--- src/rtl/gnss_uart_rx.sv ---
// gnss_uart_rx: 8N1 UART receiver for the GNSS serial line.
// Recovers bytes from the asynchronous rx line with 3-sample majority voting
// around mid-bit, rejects false start bits and drops badly framed bytes.
//
// state   | meaning
// --------+---------------------------------------------------------------
// S_IDLE  | line idle, baud counter parked at 0, waiting for falling edge
// S_START | confirming start bit at mid-bit (1 -> false start, back to idle)
// S_DATA  | shifting 8 data bits in LSB first
// S_STOP  | checking stop bit; leaves half a bit early for back-to-back frames
module gnss_uart_rx #(
  parameter int CLK_FREQ = 50_000_000,
  parameter int UART_BPS = 9600
) (
  input  logic       sys_clk,
  input  logic       sys_rst_n,
  input  logic       rx,
  output logic [7:0] po_data,
  output logic       po_flag,
  output logic       frame_err
);

  localparam int BAUD_CNT_MAX = CLK_FREQ / UART_BPS;
  localparam int MID          = BAUD_CNT_MAX / 2;
  localparam int CW           = $clog2(BAUD_CNT_MAX);

  localparam logic [CW-1:0] CNT_LAST = CW'(BAUD_CNT_MAX - 1);
  localparam logic [CW-1:0] CNT_M1   = CW'(MID - 1);
  localparam logic [CW-1:0] CNT_MID  = CW'(MID);
  localparam logic [CW-1:0] CNT_P1   = CW'(MID + 1);

  typedef enum logic [1:0] {
    S_IDLE  = 2'd0,
    S_START = 2'd1,
    S_DATA  = 2'd2,
    S_STOP  = 2'd3
  } state_t;

  state_t          r_state;
  state_t          w_state_next;
  logic [1:0]      r_rst_sync;
  logic            w_rst_n;
  logic            r_rx_s1;
  logic            r_rx_s2;
  logic            r_rx_s3;
  logic [CW-1:0]   r_baud_cnt;
  logic [3:0]      r_bit_cnt;
  logic [1:0]      r_samp;
  logic [7:0]      r_shift;
  logic [7:0]      r_po_data;
  logic            r_po_flag;
  logic            r_frame_err;
  logic            w_start_edge;
  logic            w_decide;
  logic            w_bit;
  logic            w_shift;
  logic            w_bit_clr;
  logic            w_load;
  logic            w_ferr;

  assign po_data   = r_po_data;
  assign po_flag   = r_po_flag;
  assign frame_err = r_frame_err;

  // Reset is applied immediately but released in step with sys_clk.
  always_ff @(posedge sys_clk or negedge sys_rst_n) begin
    if (!sys_rst_n) r_rst_sync <= 2'b00;
    else            r_rst_sync <= {r_rst_sync[0], 1'b1};
  end

  assign w_rst_n = r_rst_sync[1];

  // Two flops against metastability, a third only for falling-edge detection.
  always_ff @(posedge sys_clk or negedge w_rst_n) begin
    if (!w_rst_n) begin
      r_rx_s1 <= 1'b1;
      r_rx_s2 <= 1'b1;
      r_rx_s3 <= 1'b1;
    end else begin
      r_rx_s1 <= rx;
      r_rx_s2 <= r_rx_s1;
      r_rx_s3 <= r_rx_s2;
    end
  end

  assign w_start_edge = r_rx_s3 & ~r_rx_s2;
  assign w_decide     = (r_state != S_IDLE) && (r_baud_cnt == CNT_P1);
  // Majority of the samples at MID-1, MID and the live one at MID+1.
  assign w_bit        = (r_samp[0] & r_samp[1]) | (r_samp[0] & r_rx_s2) |
                        (r_samp[1] & r_rx_s2);

  // Bit-period counter, free-running while a frame is in progress.
  always_ff @(posedge sys_clk or negedge w_rst_n) begin
    if (!w_rst_n)                  r_baud_cnt <= '0;
    else if (r_state == S_IDLE)    r_baud_cnt <= '0;
    else if (r_baud_cnt == CNT_LAST) r_baud_cnt <= '0;
    else                           r_baud_cnt <= r_baud_cnt + 1'b1;
  end

  // Capture the first two of the three mid-bit samples.
  always_ff @(posedge sys_clk or negedge w_rst_n) begin
    if (!w_rst_n) begin
      r_samp <= 2'b11;
    end else if (r_state != S_IDLE) begin
      if (r_baud_cnt == CNT_M1)  r_samp[0] <= r_rx_s2;
      if (r_baud_cnt == CNT_MID) r_samp[1] <= r_rx_s2;
    end
  end

  // FSM state register.
  always_ff @(posedge sys_clk or negedge w_rst_n) begin
    if (!w_rst_n) r_state <= S_IDLE;
    else          r_state <= w_state_next;
  end

  // FSM next-state and per-decision control strobes.
  always_comb begin
    w_state_next = r_state;
    w_shift      = 1'b0;
    w_bit_clr    = 1'b0;
    w_load       = 1'b0;
    w_ferr       = 1'b0;
    case (r_state)
      S_IDLE: begin
        if (w_start_edge) w_state_next = S_START;
      end
      S_START: begin
        if (w_decide) begin
          if (!w_bit) begin
            w_state_next = S_DATA;
            w_bit_clr    = 1'b1;
          end else begin
            w_state_next = S_IDLE;
          end
        end
      end
      S_DATA: begin
        if (w_decide) w_shift = 1'b1;
        if ((r_bit_cnt == 4'd8) && (r_baud_cnt == CNT_LAST)) w_state_next = S_STOP;
      end
      S_STOP: begin
        if (w_decide) begin
          w_state_next = S_IDLE;
          if (w_bit) w_load = 1'b1;
          else       w_ferr = 1'b1;
        end
      end
      default: w_state_next = S_IDLE;
    endcase
  end

  // Data bit counter and LSB-first shift register.
  always_ff @(posedge sys_clk or negedge w_rst_n) begin
    if (!w_rst_n) begin
      r_bit_cnt <= 4'd0;
      r_shift   <= 8'h00;
    end else if (w_bit_clr) begin
      r_bit_cnt <= 4'd0;
    end else if (w_shift) begin
      r_bit_cnt <= r_bit_cnt + 4'd1;
      r_shift   <= {w_bit, r_shift[7:1]};
    end
  end

  // Output strobes and held byte; po_data only moves together with po_flag.
  always_ff @(posedge sys_clk or negedge w_rst_n) begin
    if (!w_rst_n) begin
      r_po_data   <= 8'h00;
      r_po_flag   <= 1'b0;
      r_frame_err <= 1'b0;
    end else begin
      r_po_flag   <= w_load;
      r_frame_err <= w_ferr;
      if (w_load) r_po_data <= r_shift;
    end
  end

endmodule

--- config.mk ---
export PLATFORM = sky130hd
export DESIGN_NAME = gnss_uart_rx
export DESIGN_NICKNAME = d
export VERILOG_FILES = /design/src/rtl/gnss_uart_rx.sv
export SDC_FILE = /design/constraint.sdc
export NUM_CORES = 1
export LEC_CHECK = 0
export BUFFER_PORTS_ARGS = -buffer_cell sky130_fd_sc_hd__buf_2
export CAP_MARGIN = 20
export CORE_UTILIZATION = 59
export DETAILED_ROUTE_END_ITERATION = 16
export PLACE_DENSITY = 0.87
export SLEW_MARGIN = 0
export SYNTH_ARGS = -nofsm -noshare
export SYNTH_HDL_FRONTEND = slang
export SYNTH_SLANG_ARGS = --single-unit
--- constraint.sdc ---
create_clock -name sys_clk -period 4.2 [get_ports sys_clk]
set_clock_uncertainty 0.05 [all_clocks]
set_input_delay 0.21 -clock sys_clk [delete_from_list [all_inputs] [get_ports sys_clk]]
set_output_delay 0.21 -clock sys_clk [all_outputs]
set_load 0.02 [all_outputs]
**Word level (Yosys, flattened, before mapping)**

Cells that the tools add are included.

- Input port bits: 3
- Register bits: 44
- Output and inout port bits: 10
- Logic and storage cells: 63

- Eq/ne operators: 12
- Reduce and logical (&&, ||, !) cells: 9
- Multiplexer cells: 19
- $add $sub $neg: 2
- Bitwise logic cells: 8

Operator list:

| kind | number |
|---|---|
| $eq A13 B12 Y1 const B | 3 |
| $mux W13 | 2 |
| $add A13 B1 Y13 const B | 1 |
| $eq A13 B13 Y1 const B | 1 |
| $mux W2 | 5 |
| $mux W1 | 9 |
| $mux W4 | 2 |
| $ne A2 B2 Y1 const B | 4 |
| $pmux W2 S4 | 1 |
| $reduce_and A2 Y1 | 3 |
| $add A4 B1 Y4 const B | 1 |
| $and A1 B1 Y1 | 4 |
| $eq A2 B2 Y1 const B | 2 |
| $eq A4 B4 Y1 const B | 1 |
| $reduce_and A4 Y1 | 1 |
| $reduce_bool A2 Y1 | 2 |
| $eq A2 B1 Y1 const B | 1 |
| $logic_and A1 B1 Y1 | 2 |
| $logic_not A2 Y1 | 1 |
| $not A1 Y1 | 2 |
| $or A1 B1 Y1 | 2 |

**Logic depth before layout (Yosys ltp)**

Gate-level depths: netlist of run 1.

- Word-level depth: 8
- Mapped depth: 7

**Least setup slack after synthesis of run 1**

No wires, ideal clock.

- Kind: flip-flop to flip-flop
- Start point: reg r_baud_cnt[4]
- End point: reg r_shift[0]
- Setup slack: 2.074 ns
- Period minus slack after synthesis: 2.126 ns
- Required time: 4.025 ns
- Cell stages (with the launch flop): 5
- Data arrival time: 1.951 ns
- Buffers on the path: 1
- Path through: dfrtp_1 -> or4b_4 -> or4_4 -> buf_6 -> mux2_4

- Longest elaborated chain between the ends: 6
- Elaborated cells between the ends (all ways): 8
- Classes of those cells: eq/ne (1); mux (4); bitwise (1); reduce/logical (2)

Ends and longest elaborated chain:

| element | RTL line | text |
|---|---|---|
| start: declaration | 46 | `logic [CW-1:0] r_baud_cnt;` |
| start signal: assignment | 97 | `else r_baud_cnt <= r_baud_cnt + 1'b1;` |
| $eq A13 B12 Y1 (*) | 87 | `assign w_decide = (r_state != S_IDLE) && (r_baud_cnt == CNT_P1);` |
| $logic_and A1 B1 Y1 (*) | 87 |  |
| $mux W1 | -- |  |
| $mux W1 | 123 | `case (r_state)` |
| $not A1 Y1 (no line) | -- |  |
| $reduce_and A2 Y1 (no line) (*) | -- |  |
| end signal: assignment | 161 | `r_shift <= {w_bit, r_shift[7:1]};` |
| end: declaration | 49 | `logic [7:0] r_shift;` |

Every way passes the cells marked *; elsewhere a longest branch is shown, timed or not.
A chain may end at the register's enable or synchronous reset.

**Worst setup path in the final report of run 1**

- Start point: reg r_baud_cnt[4]
- End point: reg r_po_data[6], in the netlist po_data[6]

- Longest elaborated chain between the ends: 4

Ends and longest elaborated chain:

| element | RTL line | text |
|---|---|---|
| $eq A13 B12 Y1 | 87 |  |
| $logic_and A1 B1 Y1 | 87 |  |
| $mux W1 | 142 | `if (w_decide) begin` |
| $mux W1 | 123 |  |
| end signal: assignment | 174 | `if (w_load) r_po_data <= r_shift;` |
| end: declaration | 50 | `logic [7:0] r_po_data;` |

No other way between the ends.

==> results of run 1 <==
[layout by cell type (no fill, tap or decap), types with 2 or more instances in the layout]
cell type      netlist  final
dfrtp_1             39     39
nor2_1              19     19
mux2_2              12     12
buf_2                0     12
xor2_1               7      7
nand4_1              7      7
nand3_1              6      6
nand2_1              6      6
mux2_4               6      6
inv_1                5      5
xnor2_1              5      5
ha_1                 5      5
clkbuf_4             0      5
dfstp_2              5      5
nor3_1               4      4
and3_1               3      3
mux2i_1              3      3
nor4b_1              2      2
and4_1               2      2
o21ai_0              2      2
and2_1               2      2
nand4b_1             2      2
nand3b_1             2      2
dlygate4sd3_1        0      2
buf_4                0      2
[state kept, by name, summed over array words and instances (netlist names), named ones only]
signal	count
r_rx_s3	1
po_flag	1
r_rst_sync	2
r_samp	2
r_shift	8
r_state	1
r_bit_cnt	4
r_baud_cnt	13
r_rx_s1	1
r_rx_s2	1
po_data	8
frame_err	1
[area by class of cell]
class                           count  area (µm²)  area share
Sequential cell                    44        1110       0.503
Inverter                            5        18.8     0.00853
Clock buffer                        6        41.3      0.0188
Multi-Input combinational cell    111         848       0.385
Tap cell                           44        55.1      0.0250
Clock inverter                      2        35.0      0.0159
Timing Repair Buffer               16        95.1      0.0432
[power by group]
group	switching [mW]	total, mW	internal [mW]
logic	0.0663	0.123	0.0564
clock network	0.128	0.253	0.125
registers	0.0648	0.525	0.460
total	0.260	0.901	0.641
[kinds of logic after synthesis]
group / share of synthesized area
xor gates and xnor gates: 0.0525
adders and majority gates: 0.0363
muxes: 0.128
other: 0.00187
and+or+nand+nor: 0.191
DFF: 0.553
AOI/OAI and AO/OA: 0.0144
buffers and inverters: 0.0225
[routing by layer]
layer	vias to the layer above	wire length, µm	track usage
li1	609	-	-
met1	640	1590	0.292
met2	23	1670	0.367
met3	4	105	0.0519
met4	0	62	0.120
met5	-	0	0
[worst reg2reg max path: cells and delay by family (launching register included)]
kind	cells	cell delay, ns
and+or+nand+nor	3	1.28
muxes	1	0.42
DFF	1	0.46
[worst paths after layout]
kind / start / endpoint / slack, ns / depth (start not counted)
worst max-delay path: r_baud_cnt[4] / po_data[6] / 1.90 / 4
worst min-delay path: sys_rst_n / r_rst_sync[1] / 0.10 / 2
worst max register to register: r_baud_cnt[4] / po_data[6] / 1.90 / 4
worst min register to register: r_rst_sync[1] / r_shift[5] / 0.26 / 1
max in group asynchronous: r_rst_sync[1] / r_rx_s1 / 3.46 / 1
min in group sys_clk: r_rst_sync[0] / r_rst_sync[1] / 0.31 / 0
==> metrics, run 1 <==
antenna violations before repair 0; Post-synth EDFFs 0; Crit path largest cell delay 0.59 ns; dpl ws 1.90 ns; Reg clk slew, reported paths 0.12 ns; mapped cell area 2000 µm²; layout cells sized above 1 0.261; Distinct cells, synth 39; Critical Path Slowest Stage Cell or4b_4; grt ovf 0; Top Family by Delay on Critical Path simple AND/OR/NAND/NOR gates; fin cells 228; Cell Pwr Density 409 nW/µm²; Via Count 1276; VDD IR-drop max 0.292 mV; worst min-delay path class primary input to asynchronous set/reset pin; CP cell instances or4b_4 > nor4_2 > nand4_1 > mux2_2; leakage dissipation 1.08 nW; Crit Path Max Fanout 8; clk sinks 44; core area 3130 µm²; largest net degree at the start of global routing 43; CP startpoint kind flip-flop; final core utilization 0.704; antenna-violating nets left 0; router iterations before antenna repair 4; Post-Route WL 3430 µm; Syn Inst Count 165; Worst Path Arrival 2.50 ns; port buffer count 12; nets 191; Max-Cap Viols 0; hpwl dp 2360 µm; clock latency on the worst-skew pair 0.35 ns; register bit count reported by yosys 44; Design Area, Final 2200 µm²; I/O Pins 13; setup violators final 0; root buffer cell clkbuf_4; Yosys warning total 0; first-pass GRT wire length 5840 µm; CP endpoint kind flip-flop; fin crit period 2.30 ns; # placed instances 218; CP bufs+invs 0; clk buf depth 2; Fin. Hold Viols 0; CTS tree built; gpl congestion 0.775; ys async rst share 1.00; ANT cells 0; Worst-Margin Slew 0.516 ns; Synth top cells by count 39 x dfrtp_1, 19 x nor2_1, 12 x mux2_2; post_cts resized 0; Yosys top cell area share 0.488; syn_nets 173; synth top area cells dfrtp_1 49%, mux2_2 6.8%, dfstp_2 6.6%; Starting Density 0.640; relative slew slack 0.656; hold_ws 0.101 ns; TNS Setup 0 ns; DRC viols 0; DIE WIDTH 60.2 µm; vias in the first global route 1248; Placed Area 2100 µm²; # H-tree levels 2; Post-Syn Area per Cell 12.1 µm²; Total Routing Usage GR 0.230; Die Footprint 3630 µm²; Routed WL per cell 15.1 µm; via density per instance 5.60; DR iter-0 viols 37; fin. max-slew vios 0; post-CTS setup buffers 0; Rows 20; area leader, netlist dfrtp_1; RSZ-0062 raised after global routing false; maximum clock frequency 434 MHz; power consumption 0.901 mW; register area share after synthesis 0.553; Final WS setup 1.90 ns; Required @ worst endpoint 4.40 ns; CTS Hold Bufs 2; Num CTS Buffers 5; Most used DFF post-synth dfrtp_1; critical path class flip-flop to flip-flop; Die H 60.2 µm; area grow syn2layout 10.0%; Period Utilization, post-route 0.548; status complete, no violations; FILL cells 226; count leader, synth dfrtp_1
(Power assumes the default switching activity.)
==> run 2, diff against run 1 <==
--- a/config.mk
+++ b/config.mk
@@ -5,6 +5,7 @@
 export SDC_FILE = /design/constraint.sdc
 export NUM_CORES = 1
 export LEC_CHECK = 0
+export ABC_AREA = 1
 export BUFFER_PORTS_ARGS = -buffer_cell sky130_fd_sc_hd__buf_2
 export CAP_MARGIN = 20
 export CORE_UTILIZATION = 59
==> constraint.sdc (replaced) <==
create_clock -name sys_clk -period 2.4 [get_ports sys_clk]
set_clock_uncertainty 0.05 [all_clocks]
set_input_delay 0.12 -clock sys_clk [delete_from_list [all_inputs] [get_ports sys_clk]]
set_output_delay 0.12 -clock sys_clk [all_outputs]
set_load 0.02 [all_outputs]
==> run 2 against run 1 <==
Net effect:
- setup slack worse by 1.4 ns
- register-to-register slack worse by 1.4 ns
- wire length increased by 8.9%
- clock power is 87% higher
==> metrics, run 2 <==
synth top area cells dfrtp_1 46%, nand2_1 9.8%, dfstp_2 6.2%; Yosys top cell area share 0.457 (-0.0306); CP endpoint kind flip-flop; Comb power frac 0.181 (+0.045); RSZ-0062 raised after global routing false; CP startpoint r_baud_cnt[1]; core area 3390 µm² (+8.4%); Most used DFF post-synth dfrtp_1; DRC viols 0 (unchanged); CTS tree built; setup violators final 0 (unchanged); Reg clk slew, reported paths 0.14 ns (+0.02 ns); gpl congestion 0.929 (+20%); CP startpoint kind flip-flop; register bit count reported by yosys 44 (unchanged); area grow syn2layout 10.4%; syn_nets 256 (+48%); Simple-Gate Fraction of Synth Area 0.288 (+0.0964); switching share of total power 0.322 (+0.0342); Total Routing Usage GR 0.224 (-0.00649); most common cell after layout, fill and taps aside nand2_1; antenna violations before repair 0 (unchanged); P_sw 0.541 mW (+110%); post-synthesis mux area share 0 (-0.128); Max-Cap Viols 0 (unchanged); r2r setup slk 0.50 ns (-1.40 ns); Post-Route WL 3740 µm (+8.9%); Routed WL per cell 11.8 µm (-21%); power consumption 1.68 mW (+86%); reg2reg end r_bit_cnt[2]; dpl ws 0.585 ns (-1.32 ns); fin. max-slew vios 0 (unchanged); layout cells sized above 1 0.167 (-0.0942); CP most frequent cell nand3_1; Num CTS Buffers 5 (unchanged); # H-tree levels 2 (unchanged); Distinct cells, synth 29 (-26%); WL met2 1650 µm (-1.6%); clk buf depth 2 (unchanged); FILL cells 249 (+10%); Rows 21 (+5.0%); port buffer count 12 (unchanged); leakage dissipation 1.18 nW (+9.1%); grt ovf 0 (unchanged); Die H 62.2 µm (+3.2%); Largest register FFs 13 (unchanged); I/O Pins 13 (unchanged); Starting Density 0.630 (-0.00985); post-CTS setup buffers 0 (unchanged); Required @ worst endpoint 2.62 ns (-1.78 ns); Seq pwr share 0.536 (-0.047); clk sinks 44 (unchanged); first-pass GRT wire length 6590 µm (+13%); maximum clock frequency 526 MHz (+21%); antenna-violating nets left 0 (unchanged); R2R depth 9 (+5); Via Count 1640 (+29%); via density per instance 5.19 (-7.3%); Syn Inst Count 248 (+50%); count leader, synth nand2_1; RR Startpoint r_baud_cnt[1]; Final WS setup 0.500 ns (-1.40 ns); fin crit period 1.90 ns (-0.403 ns); area leader, netlist dfrtp_1; Int Pwr 1.14 mW (+77%); Period Utilization, post-route 0.792 (+0.243); CP cell instances inv_1 > ha_1 > inv_1 > nor2_1 > nand3_1 > nor2_1 > nand3_1 > nand3_1 > nand2_1; root buffer cell clkbuf_4; Post-Synth Adder-Cell Area 0.0293 (-0.00696); Post-Syn Area per Cell 8.61 µm² (-29%); worst min-delay path class flip-flop to asynchronous set/reset pin; XOR/XNOR share of the synthesized area 0.0287 (-0.0238); Post-synth EDFFs 0 (unchanged); router iterations before antenna repair 4 (unchanged); Synth top cells by count 56 x nand2_1, 39 x dfrtp_1, 34 x inv_1; highest metal used met4; Top reg by flops r_baud_cnt; Worst Path Arrival 2.12 ns (-0.38 ns); register area share after synthesis 0.519 (-0.0347); metal1 wirelength 1820 µm (+14%); DR iter-0 viols 116 (+210%); vias in the first global route 1389 (+11%); relative slew slack 0.659 (+0.00360); Fin. Hold Viols 0 (unchanged); clock latency on the worst-skew pair 0.36 ns (about the same); most frequent cells in the layout 56 x nand2_1, 39 x dfrtp_1, 34 x inv_1, 30 x nor2_1, 19 x nand3_1; post-synthesis compound-gate area fraction 0.0592 (+0.0448); Yosys warning total 0 (unchanged); largest family of logic cells by synthesized area simple AND/OR/NAND/NOR gates; post_cts resized 0 (unchanged); TNS Setup 0 ns (unchanged); Critical Path Slowest Stage Cell dfrtp_1; DR WL met3 207 µm (+97%); ys async rst share 1.00 (unchanged); Die Footprint 3860 µm² (+6.5%); Crit Path Max Fanout 11 (+3); Cell Pwr Density 711 nW/µm² (+74%); ANT cells 0 (unchanged); largest net degree at the start of global routing 43 (unchanged); hpwl dp 2760 µm (+17%); status complete, no violations; critical path class flip-flop to flip-flop; VDD IR-drop max 0.601 mV (+110%); DIE WIDTH 62.2 µm (+3.2%); Worst-Margin Slew 0.511 ns (-0.00540 ns); power share of the clock group 0.283 (+0.002); nets 277 (+45%); Crit path largest cell delay 0.42 ns (-0.17 ns); mapped cell area 2130 µm² (+6.7%)
[run 2: cell types whose count changed after synthesis, moves of 7 or more]
cell / previous run / this run
inv_1: 5 / 34
o21ai_0: 2 / 9
nor2_1: 19 / 30
nand3_1: 6 / 19
mux2_2: 12 / 0
nand2_1: 6 / 56
[run 2: logic make-up after synthesis]
family / Yosys count
and+or+nand+nor: 130
DFF: 44
buffers and inverters: 39
AOI/OAI and AO/OA: 22
xor gates and xnor gates: 7
adders and majority gates: 5
other: 1
[run 2: power by group through the flow]
stage / Sequential (mW) / Clock [mW] / Combinational (mW)
6_report: 0.899 / 0.474 / 0.303
3_5_place_dp: 0.911 / 0 / 0.296
4_1_cts: 0.897 / 0.486 / 0.304
5_1_grt: 0.911 / 0.514 / 0.344
3_3_place_gp: 0.908 / 0 / 0.289
2_1_floorplan: 0.901 / 0 / 0.236
[run 2: layout make-up]
type                    count  area (µm²)  share of cell area
flip-flops and latches     44        1110               0.470
multi-input cells         165         868               0.368
inverters                  37         143              0.0605
repair buffers             16        97.6              0.0414
well taps                  46        57.6              0.0244
clock inverters             3        46.3              0.0196
clock buffers               5        37.5              0.0159
[run 2: worst max path at each step]
stage               depth (start not counted)  slack (ns)           end
detailed placement                          9        0.59  r_bit_cnt[1]
global placement                            9        0.69  r_bit_cnt[1]
finish                                      9        0.50  r_bit_cnt[2]
CTS                                         9        0.52  r_bit_cnt[1]
global route                                9        0.32  r_bit_cnt[1]
floorplan                                   9        0.89  r_bit_cnt[0]
[run 2: critical path, delay by kind of cell (launching register included)]
family / cells / cell delay, ns
AND/OR/NAND/NOR: 6 / 0.98
flip-flops: 1 / 0.42
buffers and inverters: 2 / 0.19
adder cells (fa/ha/maj): 1 / 0.18
[run 2: per-layer routing]
layer / track usage / vias up
met3: 0.0551 / 6
met5: 0 / -
li1: - / 824
met2: 0.330 / 55
met4: 0.0872 / 0
met1: 0.321 / 755
[run 2: through the flow]
stage / std cells / utilization / hold slack, ns / cell area, µm²
floorplan: 248 / - / -0.226 / 2130
global placement: 305 / 0.662 / -0.146 / 2240
detailed placement: 305 / 0.662 / -0.141 / 2240
CTS: 316 / 0.695 / 0.305 / 2360
global route: 316 / 0.695 / 0.311 / 2360
finish: 316 / 0.695 / 0.287 / 2360
[run 2: repair_timing]
item / 4_1_cts / 5_1_grt
setup endpoints to repair: 0 / 0
hold buffers: 3 / 0
hold endpoints to repair: 3 / 0
==> run 3, diff against run 2 <==
==> constraint.sdc (replaced) <==
create_clock -name sys_clk -period 1.9 [get_ports sys_clk]
set_clock_uncertainty 0.05 [all_clocks]
set_input_delay 0.095 -clock sys_clk [delete_from_list [all_inputs] [get_ports sys_clk]]
set_output_delay 0.095 -clock sys_clk [all_outputs]
set_load 0.02 [all_outputs]
==> run 3 against run 2 <==
Net effect:
- sequential power grew 27%
- die area is the same
- worst hold slack lost 0.050 ns
- global-route usage grew 1.1 points
- clock power shrank 4%
- largest cell class unchanged
==> metrics, run 3 (synthesis results as in run 2) <==
status complete, no violations; Crit Path Max Fanout 7 (-4); CP endpoint kind flip-flop; ANT cells 0 (unchanged); M3 GR Usage 0.0404 (-0.0147); gpl congestion 0.918 (-1.1%); port buffer count 12 (unchanged); Cell Pwr Density 843 nW/µm² (+18%); DRC viols 0 (unchanged); leakage dissipation 1.18 nW (about the same); # H-tree levels 2 (unchanged); first-pass GRT wire length 7010 µm (+6.4%); root buffer cell clkbuf_4; area grow syn2layout 11.2%; worst min-delay path class flip-flop to asynchronous set/reset pin; Reg clk slew, reported paths 0.14 ns (about the same); Worst Path Arrival 2.02 ns (-0.10 ns); grt ovf 0 (unchanged); antenna-violating nets left 0 (unchanged); met2 Use GR 0.389 (+0.0591); layout cells sized above 1 0.187 (+0.0201); Post-Route WL 3940 µm (+5.4%); via density per instance 5.31 (+2.4%); CP startpoint kind flip-flop; I/O Pins 13 (unchanged); clock latency on the worst-skew pair 0.37 ns (about the same); Fin. Hold Viols 0 (unchanged); maximum clock frequency 555 MHz (+5.4%); Largest register FFs 13 (unchanged); antenna violations before repair 0 (unchanged); M1 GR Usage 0.297 (-0.0239); Required @ worst endpoint 2.12 ns (-0.50 ns); Top reg by flops r_baud_cnt; vias in the first global route 1600 (+15%); Max-Cap Viols 0 (unchanged); Num CTS Buffers 5 (unchanged); GR peak layer met2; VDD IR-drop max 0.695 mV (+16%); fin crit period 1.80 ns (-0.0966 ns); Period Utilization, post-route 0.949 (+0.157); Starting Density 0.630 (unchanged); critical path class flip-flop to flip-flop; FILL cells 242 (-2.8%); fin. max-slew vios 0 (unchanged); setup violators final 0 (unchanged); most frequent cells in the layout 56 x nand2_1, 38 x dfrtp_1, 34 x inv_1, 29 x nor2_1, 18 x nand3_1; router iterations before antenna repair 5 (+1); Total Routing Usage GR 0.235 (+0.0107); DR iter-0 viols 122 (+5.2%); CTS tree built; Routed WL per cell 12.3 µm (+4.4%); DIE WIDTH 62.2 µm (unchanged); largest net degree at the start of global routing 43 (unchanged); core area 3390 µm² (unchanged); most common cell after layout, fill and taps aside nand2_1; hpwl dp 2860 µm (+3.8%); Die H 62.2 µm (unchanged); nets 280 (+1.1%); relative slew slack 0.659 (about the same); clk buf depth 2 (unchanged); Via Count 1695 (+3.4%); final core utilization 0.700 (+0.00480); Worst-Margin Slew 0.512 ns (+0.000977 ns); TNS Setup 0 ns (unchanged); Die Footprint 3860 µm² (unchanged); Rows 21 (unchanged); clk sinks 44 (unchanged)
## run 3: what timing repair did
action | 4_1_cts | 5_1_grt
hold buffers | 3 | 0
endpoints found under the hold margin | 3 | 0
setup endpoints to repair | 0 | 8
buffers inserted | 0 | 1
resized for setup | 0 | 4
## run 3: metal layers
layer,vias up,share of wire
li1,823,-
met1,799,0.44
met2,57,0.47
met3,16,0.050
met4,0,0.039
met5,-,0
## run 3: power by group
part	switching, mW	total [mW]	internal [mW]
Sequential	0.120	1.14	1.02
Combinational	0.260	0.403	0.143
Clock	0.312	0.457	0.146
## run 3: stage by stage
step / total power [mW] / hold WS (ns) / cell area (µm²) / cells / setup slack (ns)
6_report: 2.00 / 0.237 / 2370 / 319 / 0.0968
5_1_grt: 2.12 / 0.299 / 2370 / 319 / -0.0579
4_1_cts: 2.01 / 0.265 / 2350 / 318 / 0.0162
3_5_place_dp: 1.54 / -0.167 / 2260 / 307 / 0.0943
3_3_place_gp: 1.52 / -0.171 / 2260 / 307 / 0.198
2_1_floorplan: 1.44 / -0.251 / 2130 / 248 / 0.388
## run 3: final timing paths
check,startpoint,endpoint,slack (ns),cells after the start
setup / recovery,r_baud_cnt[1],r_bit_cnt[0],0.1,10
hold / removal,r_rst_sync[1],po_data[2],0.24,1
setup reg to reg,r_baud_cnt[1],r_bit_cnt[0],0.1,10
hold reg to reg,r_rst_sync[1],po_data[2],0.24,1
max in group asynchronous,sys_rst_n,r_rst_sync[0],1.14,3
min in group sys_clk,rx,r_rx_s1,0.31,2
## run 3: layout make-up
type | count | area, µm² | area share
clock buffer | 5 | 37.5 | 0.0158
clock inverter | 3 | 23.8 | 0.0100
inverter | 37 | 143 | 0.0601
multi-input combinational | 165 | 883 | 0.372
sequential | 44 | 1110 | 0.467
tap | 46 | 57.6 | 0.0242
timing repair buffer | 19 | 120 | 0.0506
## run 3: worst max-delay path, cell delays in order, from the launching register on
cell and delay (ns):
dfrtp_1 0.42, inv_1 0.10, ha_1 0.17, inv_1 0.08, nor2_1 0.12, nand3_1 0.12
nor2_2 0.19, nand4_1 0.14, buf_4 0.19, nand3_1 0.07, nand2_1 0.05
